## src/rtl/counter_4digit_bcd_pkg.sv

```systemverilog
`default_nettype none
// ============================================================================
// Module   : counter_4digit_bcd_pkg
// Purpose  : Shared BCD constants and nibble type for the 4-digit counter.
// Revision : 1.0 - initial release
// ============================================================================
package counter_4digit_bcd_pkg;

   typedef logic [3:0] bcd_nibble_t;

   localparam bcd_nibble_t BCD_MAX_DIGIT = 4'd9;
   localparam int          BCD_DIGITS    = 4;

endpackage
`default_nettype wire

```

## src/rtl/counter_4digit_bcd_if.sv

```systemverilog
`default_nettype none
// ============================================================================
// Module   : counter_4digit_bcd_if
// Purpose  : Enable / packed-BCD count / carry bundle of the 4-digit counter.
// Revision : 1.0 - initial release
// ============================================================================
interface counter_4digit_bcd_if;
   import counter_4digit_bcd_pkg::*;

   logic        enable;
   logic [15:0] count;
   logic        cout;

   modport master (output enable, input count, input cout);
   modport slave  (input enable, output count, output cout);

endinterface
`default_nettype wire

```

## src/rtl/bcd_digit_counter.sv

```systemverilog
`default_nettype none
// ============================================================================
// Module   : bcd_digit_counter
// Purpose  : One decimal digit with carry; out-of-range values act as 9.
// Revision : 1.0 - initial release
// ============================================================================
module bcd_digit_counter
   import counter_4digit_bcd_pkg::*;
(
   input  wire logic        clk,
   input  wire logic        grst,
   input  wire logic        en_in,
   output bcd_nibble_t      digit,
   output logic             carry_out
);

   bcd_nibble_t r_digit;
   logic        w_at_max;

   // Illegal nibbles 10-15 are folded onto 9 so they wrap and carry.
   assign w_at_max = (r_digit >= BCD_MAX_DIGIT);

   always_ff @(posedge clk) begin
      if (!grst) begin
         r_digit <= '0;
      end else if (en_in) begin
         r_digit <= w_at_max ? 4'd0 : r_digit + 4'd1;
      end
   end

   assign digit     = r_digit;
   assign carry_out = en_in & w_at_max;

endmodule
`default_nettype wire

```

## src/rtl/counter_4digit_bcd.sv

```systemverilog
`default_nettype none
// ============================================================================
// Module   : counter_4digit_bcd
// Purpose  : Free-running 0000-9999 packed-BCD counter with combinational cout.
// Revision : 1.0 - initial release
// ============================================================================
module counter_4digit_bcd
   import counter_4digit_bcd_pkg::*;
(
   input  wire logic             clk,
   input  wire logic             grst,
   counter_4digit_bcd_if.slave   bus
);

   logic [BCD_DIGITS:0]     w_en;
   logic [BCD_DIGITS*4-1:0] w_count;

   assign w_en[0] = bus.enable;

   // Ripple-enable chain: each digit steps only when all lower digits carry.
   generate
      for (genvar i = 0; i < BCD_DIGITS; i++) begin : g_digit
         bcd_digit_counter u_digit (
            .clk       (clk),
            .grst      (grst),
            .en_in     (w_en[i]),
            .digit     (w_count[4*i +: 4]),
            .carry_out (w_en[i+1])
         );
      end
   endgenerate

   assign bus.count = w_count;
   assign bus.cout  = w_en[BCD_DIGITS];

endmodule
`default_nettype wire

```

## src/flat_wrapper.sv

```systemverilog
// flat-port wrapper written by rule: the top's interface ports become plain ports
module counter_4digit_bcd_flat import counter_4digit_bcd_pkg::*;
  (clk, grst, bus_enable, bus_count, bus_cout);
  counter_4digit_bcd_if bus_i ();
  input  wire logic clk;
  input  wire logic grst;
  input wire logic [$bits(bus_i.enable)-1:0] bus_enable;
  output wire logic [$bits(bus_i.count)-1:0] bus_count;
  output wire logic [$bits(bus_i.cout)-1:0] bus_cout;
  assign bus_i.enable = bus_enable;
  assign bus_count = bus_i.count;
  assign bus_cout = bus_i.cout;
  counter_4digit_bcd u_core (.clk(clk), .grst(grst), .bus(bus_i));
endmodule
```

## config.mk

```make
export PLATFORM = sky130hd
export DESIGN_NAME = counter_4digit_bcd_flat
export DESIGN_NICKNAME = d
export VERILOG_FILES = /design/src/rtl/counter_4digit_bcd_pkg.sv /design/src/rtl/counter_4digit_bcd_if.sv /design/src/rtl/bcd_digit_counter.sv /design/src/rtl/counter_4digit_bcd.sv /design/src/flat_wrapper.sv
export SDC_FILE = /design/constraint.sdc
export NUM_CORES = 1
export LEC_CHECK = 0
export BUFFER_PORTS_ARGS = -buffer_cell sky130_fd_sc_hd__buf_2
export CAP_MARGIN = 0
export CORE_MARGIN = 8
export CORE_UTILIZATION = 50
export DETAILED_ROUTE_END_ITERATION = 7
export HOLD_SLACK_MARGIN = 0.1
export PLACE_DENSITY = 0.85
export SYNTH_ARGS = -nofsm -noshare
export SYNTH_HDL_FRONTEND = slang
export SYNTH_SLANG_ARGS = --single-unit
```

## constraint.sdc

```tcl
create_clock -name clk -period 2.9 [get_ports clk]
set_input_delay 0.435 -clock clk [delete_from_list [all_inputs] [get_ports clk]]
set_output_delay 0.435 -clock clk [all_outputs]
set_load 0.03 [all_outputs]
```

Word-level counts from Yosys, hierarchy flattened
Cells that the tools add are included.
- input port bits: 3
- register bits: 16
- latch bits: 0
- memory bits (writable): 0
- logic and storage cells: 20
- output and inout bits: 17
- bits in read-only memories: 0
- memories: 0
- equality and inequality tests: 0
- div/mod/pow operators: 0
- order comparisons: 4
- $add $sub $neg: 4
- reduce and logical (&&, ||, !) cells: 0
- bitwise operators: 4
- multiply operators: 0
- muxes and demuxes: 4
- shift operators: 0
- operators by type and width (cell ; count):
    4-bit by 1-bit adder with 4-bit output, second input constant ; 4
    4-bit >= comparator, second input constant ; 4
    4-bit 2-to-1 mux ; 4
    1-bit AND ; 4

Logic depth before layout (Yosys ltp)
- depth in word-level cells: 5
- depth in mapped cells: 7
- mapped depth without buffers: 6

Cells and area by module
A second synthesis with hierarchy kept.
- cell total of the unflattened synthesis: 92
- area total of the unflattened synthesis: 860.8 um^2
- modules (own cells, without submodules) (module ; area an instance (um^2) ; instances ; cells each ; sequential area each (um^2)):
    bcd_digit_counter ; 215.2 ; 4 ; 23 ; 80.1

Worst setup path after synthesis
Ideal clock, no wire load.
- kind: register -> output
- start point: register u_core.g_digit[1].u_digit.r_digit[0]
- end point: output bus_cout
- data required time: 2465 ps
- slack: 546 ps
- buffers on the path: 0
- cell stages (with the launch flop): 6
- data arrival time: 1919 ps
- path through: dfxtp_1 > inv_1 > ha_1 > nor3b_2 > or4_4 > nor2_2
- word-level cells in the longest chain between the ends: 4
- RTL lines (item ; RTL line ; RTL):
    start: declaration ; bcd_digit_counter.sv:17 ; bcd_nibble_t r_digit;
    start signal: assignment ; bcd_digit_counter.sv:27 ; r_digit <= w_at_max ? 4'd0 : r_digit + 4'd1;
    4-bit >= comparator ; bcd_digit_counter.sv:21 ; assign w_at_max = (r_digit >= BCD_MAX_DIGIT);
    1-bit AND (3 in a row) ; bcd_digit_counter.sv:32 ; assign carry_out = en_in & w_at_max;
    end: declaration ; flat_wrapper.sv:9 ; output wire logic [$bits(bus_i.cout)-1:0] bus_cout;
Every way passes these cells.

Worst setup path after layout
Ends and elaborated chain as after synthesis.

==> impl_metrics.py <==
metrics = {
    "final_layout": {
        "area_delta_synth_final_pct": 14.6,
        "largest_reg_flops": 16,
        "fin_area_sq_um": 1070,
        "layout_commonest_cell": "buf_2",
        "num-fill-cells": 158,
        "layout-drive-gt1-share_pct": 24.8,
        "nNetsFinal": 138,
        "diodes": 0,
        "final_cell_mix": "buf_2 (19), dfxtp_1 (16), ha_1 (12)",
    },
    "logic_synthesis": {
        "syn-num-nets": 116,
        "netlist_area_sq_um": 932,
        "synth_compound_area_share_pct": 11.0,
        "ys_ff_latch": 16,
        "synth-adder-area-share_pct": 16.1,
        "syn_inst": 101,
        "synth-simple-area-share_pct": 26.3,
        "synth_top_family_by_area": "simple AND/OR/NAND/NOR gates",
        "synthFlopType": "dfxtp_1",
        "synthArstFlopShare_pct": 0,
        "synth_mux_area_share_pct": 2.15,
        "synth-xor-area-share_pct": 4.70,
        "synth-warning-count": 0,
        "ys_seq_area_share_pct": 34.4,
        "synth.distinct_cells": 31,
        "synth_edf_count": 0,
        "syn_area_per_cell_sq_um": 9.23,
    },
    "placed_design": {
        "placed_area_sq_um": 1050,
        "place_congestion": 0.802,
        "dp_hpwl_mm": 1.54,
        "io_buffer_count": 19,
    },
    "global_route": {
        "grt_util_all_layers_pct": 11.8,
        "grt_max_degree": 11,
        "antenna_found_initial": 0,
        "grt.overflow.total": 0,
        "grt_pass1_vias": 706,
        "grt_pass1_wl_mm": 3.17,
    },
    "floorplanning": {
        "die_w_microns": 59.2,
        "ioPinCount": 20,
        "core_sq_um": 1750,
        "num_rows": 15,
        "start_util_pct": 53.4,
        "dieArea_sq_um": 3500,
        "die_h_microns": 59.2,
    },
    "routing": {
        "drtPass1Iterations": 4,
        "initialDrtViolationCount": 7,
        "drt-met1-wl_microns": 843,
        "drt-total-wl_mm": 1.95,
        "vias": 759,
        "final_antenna_net_count": 0,
        "wl_per_cell_microns": 13.3,
        "met2_length_microns": 963,
        "viasPerCell": 5.20,
        "wl_met3_microns": 99,
        "route.detailed.drc": 0,
        "dr.max_layer_used": "met4",
    },
    "setup_path": {
        "worstPathArrival_ps": 2120,
        "critPathRequiredTime_ps": 2470,
        "slowest_stage": "or4_4",
        "reg2reg_setup_slack_ps": 1060,
        "reg2reg_depth": 6,
        "critPathLaunchType": "flip-flop",
        "rr_endpoint": "u_core.g_digit[2].u_digit.digit[3]",
        "crit_path_max_incr_delay_ps": 580,
        "worstSetupEndpointType": "output port",
        "crit_chain": "inv_1, ha_1, nor3b_2, or4_4, nor2_2, buf_2",
        "worstSetupPathType": "reg -> out",
        "crit-reg2reg-launch": "u_core.g_digit[1].u_digit.digit[0]",
        "cp_max_fo": 6,
    },
    "clocking": {
        "cts_buffers": 3,
        "clk_pin_slew_worst_paths_ps": 80,
        "cts_tree": "built",
        "cts_buffer_depth": 2,
        "cts_sinks": 16,
        "postCtsSetupBuffers": 0,
        "ctsHoldBuffers": 0,
        "cts_resized": 0,
        "cts-htree-levels": 1,
        "cts_root_buffer": "clkbuf_4",
        "clk_latency_ps": 280,
    },
    "sta": {
        "hold_violations": 0,
        "timing.slew.headroom_pct": 64.6,
        "maxSlewViolCount": 0,
        "period_needed_ps": 2550,
        "clock.fmax_mhz": 392,
        "holdWs_ps": 471,
        "skew_ps": 1.15,
        "worstMarginPinSlew_ps": 526,
        "fin_setup_tns_ps": 0,
        "fin_crit_sh_pct": 88.0,
        "setup_violations": 0,
        "rsz0062_at_grt": "false",
    },
    "hold_path": {
        "holdCritStartpoint": "bus_enable",
        "holdPathEnd": "u_core.g_digit[0].u_digit.digit[1]",
        "hold_class": "in -> reg",
        "whs_path_depth": 3,
    },
    "job": {
        "maxCapViolCount": 0,
    },
    "power": {
        "power_uw": 375,
        "power.density_nw_per_um2": 351,
        "vdd_ir_drop_max_mv": 0.312,
        "power.leakage_uw": 0.000503,
    },
    "run_status": {
        "status": "finished, final reports clean",
    },
}
-- critical path: cells and delay by family, from the launching register on --
kind / cells / cell delay, ps
and+or+nand+nor: 3 / 900
DFF: 1 / 450
buffers and inverters: 2 / 280
adders and majority gates: 1 / 190
-- worst max path at each step --
stage / startpoint / slack (ps) / to
finish: u_core.g_digit[1].u_digit.digit[0] / 350 / bus_cout
global route: u_core.g_digit[1].u_digit.digit[0] / 250 / bus_cout
CTS: u_core.g_digit[1].u_digit.digit[0] / 340 / bus_cout
detailed placement: u_core.g_digit[1].u_digit.digit[0] / 670 / bus_cout
global placement: u_core.g_digit[1].u_digit.digit[0] / 740 / bus_cout
floorplan: u_core.g_digit[1].u_digit.digit[0] / 550 / bus_cout
-- synthesized netlist by cell type, types with 2 or more instances --
master     n  area [sq um]
mux2i_1    2          20.0
nand2_1    6          22.5
nor2_1     9          33.8
ha_1      12           150
a21oi_1    4          20.0
nand4_1    2          12.5
xor2_1     2          17.5
nand3_1    5          25.0
nor3b_1    4          30.0
inv_1     10          37.5
dfxtp_1   16           320
nand4b_1   2          17.5
xnor2_1    3          26.3
a41oi_1    2          17.5
a21boi_1   5          37.5
o21ai_1    2          10.0
-- per-layer routing --
metal  vias to the layer above  global-route usage, %
li1                        385                      -
met1                       347                   13.8
met2                        22                   18.8
met3                         5                   3.69
met4                         0                   6.14
met5                         -                      0
-- kinds of logic (layout without fill, tap and decap cells) --
group	Yosys count	count (layout)
simple gates	39	39
fa+ha+maj	12	12
buf+inv	12	32
mux	2	2
flops	16	16
xor+xnor	5	5
compound gates	15	15
-- where the power goes --
group          total [uW]  internal [uW]  switching, uW
combinational        35.8           12.4           23.4
sequential            226            222           3.67
clock                 113           48.2           65.3
total                 375            283           92.3
-- metrics by stage --
| stage | setup slack (ps) | util [%] | instances |
|---|---|---|---|
| 2_1_floorplan | 546 | - | 101 |
| 3_3_place_gp | 741 | 59.9 | 143 |
| 3_5_place_dp | 667 | 59.9 | 143 |
| 4_1_cts | 342 | 61.2 | 146 |
| 5_1_grt | 246 | 61.2 | 146 |
| 6_report | 347 | 61.2 | 146 |
-- final cells by class --
cell class | instances | area (sq um) | area share, %
Clock buffer | 3 | 22.5 | 2.11
Timing Repair Buffer | 19 | 95.1 | 8.90
Tap cell | 25 | 31.3 | 2.93
Multi-Input combinational cell | 73 | 562 | 52.6
Sequential cell | 16 | 320 | 30.0
Inverter | 10 | 37.5 | 3.51
Note: power is estimated with default switching activity, not from simulation.
